$ cat config.mk
export PLATFORM = sky130hd
export DESIGN_NAME = ctrl_sequencer
export DESIGN_NICKNAME = d
export VERILOG_FILES = /design/src/rtl/ctrl_sequencer.sv
export SDC_FILE = /design/constraint.sdc
export NUM_CORES = 1
export LEC_CHECK = 0
export ABC_AREA = 1
export BUFFER_PORTS_ARGS = -buffer_cell sky130_fd_sc_hd__buf_2
export CAP_MARGIN = 10
export CORE_MARGIN = 3
export CORE_UTILIZATION = 39
export DETAILED_ROUTE_END_ITERATION = 16
export GPL_TIMING_DRIVEN = 0
export HOLD_SLACK_MARGIN = 0.1
export PLACE_DENSITY = 0.78
export SYNTH_ARGS = -nofsm -noshare
export SYNTH_HDL_FRONTEND = slang
export SYNTH_SLANG_ARGS = --single-unit
$ cat constraint.sdc
create_clock -name clk -period 1.19 [get_ports clk]
set_input_delay 0.0595 -clock clk [delete_from_list [all_inputs] [get_ports clk]]
set_output_delay 0.0595 -clock clk [all_outputs]
set_load 0.1 [all_outputs]
$ cat src/rtl/ctrl_sequencer.sv
// ctrl_sequencer
//   Multi-cycle control sequencer for the 32-bit RISC-like datapath. It accepts
//   one instruction per valid/ready handshake and steps it through
//   FETCH -> DECODE -> EXEC -> [MEM] -> [WB], driving the datapath strobes.
//   An unknown opcode parks the sequencer in TRAP with a sticky illegal flag
//   until reset.
//
// Ports
//   clk, rst                 rising-edge clock, synchronous active-high reset
//   start                    leave IDLE and begin sequencing
//   instr[31:0], instr_valid instruction word (opcode = instr[31:26]) and valid
//   instr_ready              sequencer accepts instr this cycle (FETCH)
//   zero_flag                datapath zero flag, steers bz
//   mem_ready                data memory done (only with MEM_WAIT_EN)
//   ir_we, rf_re             IR latch, register-file read
//   alu_op[2:0], alu_src_imm ALU op (0 ADD, 1 AND, 2 PASS_A), immediate B operand
//   reg_dst, wb_sel          write destination (1 = rd), write-back source (1 = mem)
//   mem_re, mem_we           data-memory read / write
//   rf_we, sp_we             register-file / stack-pointer write
//   pc_we, pc_sel_branch     PC update, branch-target select
//   retired                  one-cycle pulse in the last cycle of an instruction
//   illegal                  sticky unknown-opcode flag
//   state[2:0]               current state, for debug
//
// Configuration
//   MEM_WAIT_EN  when defined, MEM holds its strobe until mem_ready is sampled high;
//                otherwise MEM lasts exactly one cycle and mem_ready is ignored.

module ctrl_sequencer (
    input  logic        clk,
    input  logic        rst,
    input  logic        start,
    input  logic [31:0] instr,
    input  logic        instr_valid,
    output logic        instr_ready,
    input  logic        zero_flag,
    input  logic        mem_ready,
    output logic        ir_we,
    output logic        rf_re,
    output logic [2:0]  alu_op,
    output logic        alu_src_imm,
    output logic        reg_dst,
    output logic        wb_sel,
    output logic        mem_re,
    output logic        mem_we,
    output logic        rf_we,
    output logic        sp_we,
    output logic        pc_we,
    output logic        pc_sel_branch,
    output logic        retired,
    output logic        illegal,
    output logic [2:0]  state
);

    typedef enum logic [2:0] {
        S_IDLE   = 3'd0,
        S_FETCH  = 3'd1,
        S_DECODE = 3'd2,
        S_EXEC   = 3'd3,
        S_MEM    = 3'd4,
        S_WB     = 3'd5,
        S_TRAP   = 3'd6
    } state_t;

    localparam logic [5:0] OP_ADD  = 6'b000000;
    localparam logic [5:0] OP_AND  = 6'b000001;
    localparam logic [5:0] OP_ADDI = 6'b000100;
    localparam logic [5:0] OP_LD   = 6'b001101;
    localparam logic [5:0] OP_ST   = 6'b001110;
    localparam logic [5:0] OP_LDSP = 6'b001111;
    localparam logic [5:0] OP_MOVE = 6'b010001;
    localparam logic [5:0] OP_BZ   = 6'b010101;

    localparam logic [2:0] ALU_ADD  = 3'd0;
    localparam logic [2:0] ALU_AND  = 3'd1;
    localparam logic [2:0] ALU_PASS = 3'd2;

    state_t     r_state;
    state_t     w_next;
    logic [5:0] r_opcode;
    logic       r_illegal;

    // Opcode class flags
    logic       w_legal, w_load, w_store, w_branch, w_imm, w_rd, w_sp;
    logic [2:0] w_alu_sel;
    logic       w_mem_done;
    logic       w_unused;

    // Ungated strobes; the ports force them low while rst is high
    logic       w_instr_ready, w_ir_we, w_rf_re, w_alu_src_imm, w_reg_dst, w_wb_sel;
    logic       w_mem_re, w_mem_we, w_rf_we, w_sp_we, w_pc_we, w_pc_sel, w_retired;
    logic [2:0] w_alu_op;

`ifdef MEM_WAIT_EN
    assign w_mem_done = mem_ready;
    assign w_unused   = ^instr[25:0];
`else
    assign w_mem_done = 1'b1;
    assign w_unused   = ^{instr[25:0], mem_ready};
`endif

    always_ff @(posedge clk) begin
        if (rst) begin
            r_state   <= S_IDLE;
            r_opcode  <= '0;
            r_illegal <= 1'b0;
        end else begin
            r_state <= w_next;
            if (r_state == S_FETCH && instr_valid)
                r_opcode <= instr[31:26];
            if (r_state == S_DECODE && !w_legal)
                r_illegal <= 1'b1;
        end
    end

    always_comb begin
        w_legal   = 1'b1;
        w_load    = 1'b0;
        w_store   = 1'b0;
        w_branch  = 1'b0;
        w_imm     = 1'b0;
        w_rd      = 1'b0;
        w_sp      = 1'b0;
        w_alu_sel = ALU_ADD;
        case (r_opcode)
            OP_ADD:  w_rd = 1'b1;
            OP_AND:  begin w_alu_sel = ALU_AND; w_rd = 1'b1; end
            OP_ADDI: w_imm = 1'b1;
            OP_LD:   begin w_load = 1'b1; w_imm = 1'b1; end
            OP_ST:   begin w_store = 1'b1; w_imm = 1'b1; end
            OP_LDSP: begin w_load = 1'b1; w_imm = 1'b1; w_sp = 1'b1; end
            OP_MOVE: begin w_alu_sel = ALU_PASS; w_rd = 1'b1; end
            OP_BZ:   begin w_alu_sel = ALU_PASS; w_branch = 1'b1; end
            default: w_legal = 1'b0;
        endcase
    end

    always_comb begin
        w_next        = r_state;
        w_instr_ready = 1'b0;
        w_ir_we       = 1'b0;
        w_rf_re       = 1'b0;
        w_alu_op      = '0;
        w_alu_src_imm = 1'b0;
        w_reg_dst     = 1'b0;
        w_wb_sel      = 1'b0;
        w_mem_re      = 1'b0;
        w_mem_we      = 1'b0;
        w_rf_we       = 1'b0;
        w_sp_we       = 1'b0;
        w_pc_we       = 1'b0;
        w_pc_sel      = 1'b0;
        w_retired     = 1'b0;
        case (r_state)
            S_IDLE: if (start) w_next = S_FETCH;
            S_FETCH: begin
                w_instr_ready = 1'b1;
                if (instr_valid) begin
                    w_ir_we = 1'b1;
                    w_next  = S_DECODE;
                end
            end
            S_DECODE: begin
                w_rf_re = 1'b1;
                w_next  = w_legal ? S_EXEC : S_TRAP;
            end
            S_EXEC: begin
                w_alu_op      = w_alu_sel;
                w_alu_src_imm = w_imm;
                if (w_branch) begin
                    // bz completes here; the PC select tracks zero_flag live
                    w_pc_we   = 1'b1;
                    w_pc_sel  = zero_flag;
                    w_retired = 1'b1;
                    w_next    = S_FETCH;
                end else if (w_load || w_store) begin
                    w_next = S_MEM;
                end else begin
                    w_next = S_WB;
                end
            end
            S_MEM: begin
                w_mem_re = w_load;
                w_mem_we = w_store;
                if (w_mem_done) begin
                    if (w_store) begin
                        w_pc_we   = 1'b1;
                        w_retired = 1'b1;
                        w_next    = S_FETCH;
                    end else begin
                        w_next = S_WB;
                    end
                end
            end
            S_WB: begin
                w_pc_we   = 1'b1;
                w_retired = 1'b1;
                w_rf_we   = !w_sp;
                w_sp_we   = w_sp;
                w_wb_sel  = w_load;
                w_reg_dst = w_rd;
                w_next    = S_FETCH;
            end
            S_TRAP: w_next = S_TRAP;
            default: w_next = S_IDLE;
        endcase
    end

    // A reset cycle silences every output so an aborted instruction never
    // writes into the datapath.
    assign instr_ready   = w_instr_ready & ~rst;
    assign ir_we         = w_ir_we & ~rst;
    assign rf_re         = w_rf_re & ~rst;
    assign alu_op        = rst ? '0 : w_alu_op;
    assign alu_src_imm   = w_alu_src_imm & ~rst;
    assign reg_dst       = w_reg_dst & ~rst;
    assign wb_sel        = w_wb_sel & ~rst;
    assign mem_re        = w_mem_re & ~rst;
    assign mem_we        = w_mem_we & ~rst;
    assign rf_we         = w_rf_we & ~rst;
    assign sp_we         = w_sp_we & ~rst;
    assign pc_we         = w_pc_we & ~rst;
    assign pc_sel_branch = w_pc_sel & ~rst;
    assign retired       = w_retired & ~rst;
    assign illegal       = r_illegal & ~rst;
    assign state         = rst ? '0 : r_state;

endmodule
==> impl_metrics.env, run 1 <==
export IMPL_placedCellCount=173
export IMPL_synth_nets=157
export IMPL_synth_area_per_cell_um2=6.52
export IMPL_async_flop_share_pct=0
export IMPL_netlist_instances=119
export IMPL_yosys_area_top_type="dfxtp_1"
export IMPL_clock_root_buffer="clkbuf_4"
export IMPL_yosysWarnings=0
export IMPL_synth_common_cells="28 x nor2_1, 17 x nand2_1, 10 x dfxtp_1"
export IMPL_initial_core_util_pct=43.1
export IMPL_grt_worst_endpoint="pc_sel_branch"
export IMPL_grt_max_degree=11
export IMPL_ys_seq_area_share_pct=25.8
export IMPL_synth_seq_cells=10
export IMPL_tool_error="[ERROR DPL-0038] Utilization greater than 100%, impossible to legalize"
export IMPL_synthFlopType="dfxtp_1"
export IMPL_synth_top_area_share_pct=25.8
export IMPL_synthTopCellsByArea="dfxtp_1 26%, nor2_1 14%, nand2_1 8.2%"
export IMPL_cts_buffer_depth=2
export IMPL_port_buffers=29
export IMPL_endpoint_type="top-level output"
export IMPL_yosys_cell_count_top_type="nor2_1"
export IMPL_cts_inserted_buffers=3
export IMPL_die_w_um=50.6
export IMPL_hpwl_um=1640
export IMPL_synth_edf_count=0
export IMPL_stop_stage="global routing"
export IMPL_die_h_um=50.6
export IMPL_rows=15
export IMPL_htree_levels=1
export IMPL_syn_area_um2=776
export IMPL_status="did not finish"
export IMPL_cts_sinks=10
export IMPL_gp_congestion=0.815
export IMPL_ioPinCount=58
export IMPL_synth_cell_types=28
==> logic make-up after synthesis <==
group / after synthesis / synth area share (%)
flip-flops: 10 / 25.8
AO/OA/AOI/OAI: 17 / 13.1
buffers and inverters: 19 / 11.5
AND/OR/NAND/NOR: 72 / 49.2
other: 1 / 0.483
==> metrics by stage <==
stage | utilization (%) | worst slack, ps | cell area [um2]
after floorplan | - | -827 | 958
after global placement | 63.0 | -471 | 1130
after detailed placement | 63.0 | -492 | 1130
after CTS | 93.8 | -424 | 1690
==> timing repair <==
item                                    in CTS
endpoints found under the setup margin      21
hold buffers                                 7
hold endpoints to repair                     7
resized for setup                           86
buffers inserted                            18
pin swaps                                   12
==> inputs of run 2 (changes only) <==
--- a/config.mk
+++ b/config.mk
@@ -8,12 +8,11 @@
 export ABC_AREA = 1
 export BUFFER_PORTS_ARGS = -buffer_cell sky130_fd_sc_hd__buf_2
 export CAP_MARGIN = 10
-export CORE_MARGIN = 3
-export CORE_UTILIZATION = 39
+export CORE_AREA = 3 3 64 66
 export DETAILED_ROUTE_END_ITERATION = 16
+export DIE_AREA = 0 0 67 69
 export GPL_TIMING_DRIVEN = 0
-export HOLD_SLACK_MARGIN = 0.1
-export PLACE_DENSITY = 0.78
+export PLACE_DENSITY_LB_ADDON = 0.15
 export SYNTH_ARGS = -nofsm -noshare
 export SYNTH_HDL_FRONTEND = slang
 export SYNTH_SLANG_ARGS = --single-unit
==> impl_metrics.env, run 2 <==
export IMPL_status="finished with violations"
export IMPL_violations="negative setup slack"
export IMPL_cp_max_fo=6
export IMPL_fin_crit_ps=1600
export IMPL_netlist_instances=119
export IMPL_reg2reg_to="r_state[2]"
export IMPL_place_area_um2=1160
export IMPL_cts_sinks=10
export IMPL_setup_worst_path_start="r_opcode[0]"
export IMPL_synthTopCellsByArea="dfxtp_1 26%, nor2_1 14%, nand2_1 8.2%"
export IMPL_async_flop_share_pct=0
export IMPL_die_w_um=67
export IMPL_dr_total_vias=992
export IMPL_slowest_delay_ps=370
export IMPL_slowest_stage="dfxtp_4"
export IMPL_hold_viol=0
export IMPL_grt_use_met1_pct=14.5
export IMPL_yosys_area_share_adder_pct=0
export IMPL_crit_buf_inv=3
export IMPL_hold_slack_ps=53.2
export IMPL_port_buffers=29
export IMPL_grt_pass1_wl_um=4340
export IMPL_post_route_period_util_pct=135
export IMPL_final_setup_viol_count=25
export IMPL_muxShareOfSynthArea_pct=0
export IMPL_r2r_cells=9
export IMPL_r2r_start="r_opcode[3]"
export IMPL_overflow=0
export IMPL_peakVddDrop_v=0.000627
export IMPL_initial_core_util_pct=21.3
export IMPL_rows=22
export IMPL_cts_clk_slew_worst_paths_ps=50
export IMPL_max_freq_mhz=623
export IMPL_diodes=0
export IMPL_gp_congestion=0.778
export IMPL_grt_busiest_layer="met2"
export IMPL_htree_levels=1
export IMPL_post_route_cell_area_um2=1830
export IMPL_synth_area_per_cell_um2=6.52
export IMPL_leakage_nw=0.764
export IMPL_cp_cell_sequence="inv_6 > nor2_4 > nand3_4 > nor3_4 > a21oi_2 > nor2_4 > buf_12 > buf_12"
export IMPL_synthFlopType="dfxtp_1"
export IMPL_dieArea_um2=4620
export IMPL_fillCellCount=349
export IMPL_finClkSkew_ps=1.65
export IMPL_synth_top_family_by_area="simple AND/OR/NAND/NOR gates"
export IMPL_rrSetupSlack_ps=-160
export IMPL_clock_latency_ps=240
export IMPL_cts_hold_buf=0
export IMPL_core_region_area_um2=3630
export IMPL_synth_common_cells="28 x nor2_1, 17 x nand2_1, 10 x dfxtp_1"
export IMPL_cts_tree="built"
export IMPL_routedWlPerCell_um=12.0
export IMPL_via_per_inst=4.43
export IMPL_synth_cell_types=28
export IMPL_track_usage_pct=11.9
export IMPL_crit_type="register to primary output"
export IMPL_grtUsageMet3_pct=1.30
export IMPL_final_cell_mix="21 x nor2_4, 19 x buf_4, 13 x nand2_1"
export IMPL_worst_ep_required_time_ps=1130
export IMPL_synth_top_area_share_pct=25.8
export IMPL_nets=215
export IMPL_grt_use_met2_pct=20.0
export IMPL_largest_register_ffs=6
export IMPL_p_per_area_nw_per_um2=1810
export IMPL_fin_ws_ps=-414
export IMPL_worstHoldPathCells=3
export IMPL_slew_viol_final=0
export IMPL_hold_class="input port to register"
export IMPL_worstSetupEndpointType="primary output"
export IMPL_clock_root_buffer="clkbuf_8"
export IMPL_startpoint_type="register"
export IMPL_antenna_left=0
export IMPL_layout_commonest_cell="nor2_4"
export IMPL_synth_simple_area_share_pct=49.2
export IMPL_ioPinCount=58
export IMPL_drt_iter0_markers=20
export IMPL_yosysWarnings=0
export IMPL_drc=0
export IMPL_crit_arrival_ps=1540
export IMPL_hpwl_um=1800
export IMPL_synth_seq_cells=10
export IMPL_ys_seq_area_share_pct=25.8
export IMPL_synth_nets=157
export IMPL_drt_first_pass_iters=4
export IMPL_critPathTopFamily="simple AND/OR/NAND/NOR gates"
export IMPL_totalWireLength_um=2680
export IMPL_synth_edf_count=0
export IMPL_syn_area_um2=776
export IMPL_max_flop_register="r_opcode"
export IMPL_hold_start="instr[31]"
export IMPL_min_to="r_opcode[5]"
export IMPL_die_h_um=69
export IMPL_rsz0062_at_grt="yes"
export IMPL_grt_max_degree=11
export IMPL_synth_compound_area_share_pct=13.1
export IMPL_area_growth_pct=136
export IMPL_synth_xor_area_share_pct=0
export IMPL_top_regs="r_opcode: 6 flops, r_state: 3 flops, r_illegal: 1 flops"
export IMPL_yosys_area_top_type="dfxtp_1"
export IMPL_drive_above_1_share_pct=77.3
export IMPL_drv_cap=0
export IMPL_dp_slack_ps=-501
export IMPL_first_global_vias=969
export IMPL_antenna_found_initial=0
export IMPL_cts_inserted_buffers=3
export IMPL_yosys_cell_count_top_type="nor2_1"
export IMPL_cts_buffer_depth=2
-- run 2: final cells by class --
class / instances / area, um2 / share of cell area (%)
Clock buffer: 4 / 55.1 / 3.01
Tap cell: 48 / 60.1 / 3.28
Buffer: 4 / 50.0 / 2.74
Timing Repair Buffer: 53 / 579 / 31.7
Sequential cell: 10 / 226 / 12.4
Multi-Input combinational cell: 90 / 787 / 43.0
Inverter: 15 / 71.3 / 3.90
-- run 2: worst min-delay path: stages --
cell and delay, ps:
buf_2 80, o21ai_2 50, nor2_1 60
-- run 2: per-layer routing --
metal / wire [um] / part of all wire [%] / up-vias
met4: 54 / 2.0 / 0
met2: 1480 / 55 / 28
met1: 1040 / 39 / 455
li1: - / - / 504
met3: 100 / 3.7 / 5
met5: 0 / 0 / -
-- run 2: logic make-up (layout without fill, tap and decap cells) --
| family | count (synthesis) | after routing |
|---|---|---|
| AO/OA/AOI/OAI | 17 | 17 |
| buffers and inverters | 19 | 76 |
| flip-flops | 10 | 10 |
| other | 1 | 1 |
| AND/OR/NAND/NOR | 72 | 72 |
-- run 2: report_power, final --
group	leakage, nW	total (W)	switching [W]	internal [W]
combinational	0.648	0.00228	0.00132	0.000964
sequential	0.0873	0.000601	0.000143	0.000458
clock	0.0288	0.000434	0.000142	0.000292
-- run 2: worst max path at each step --
stage	endpoint	cells after the start
floorplan	sp_we	4
global route	retired	8
CTS	retired	8
global placement	retired	8
detailed placement	retired	8
finish	retired	8
-- run 2: repair_timing --
| action | in CTS | in global routing |
|---|---|---|
| resized for setup | 83 | 31 |
| setup buffers | 15 | 8 |
| pin swaps | 9 | 14 |
| gates cloned | 0 | 1 |
| setup endpoints to repair | 22 | 27 |
-- run 2: per-stage QoR --
| stage | instances | setup TNS [ps] | total power [W] | utilization (%) |
|---|---|---|---|---|
| 2_1_floorplan | 119 | -6300 | 0.00173 | - |
| 3_3_place_gp | 196 | -4880 | 0.00193 | 32.0 |
| 3_5_place_dp | 196 | -4830 | 0.00194 | 32.0 |
| 4_1_cts | 215 | -4910 | 0.00296 | 44.7 |
| 5_1_grt | 224 | -6960 | 0.00353 | 50.3 |
| 6_report | 224 | -5290 | 0.00332 | 50.3 |
(Power assumes the default switching activity.)
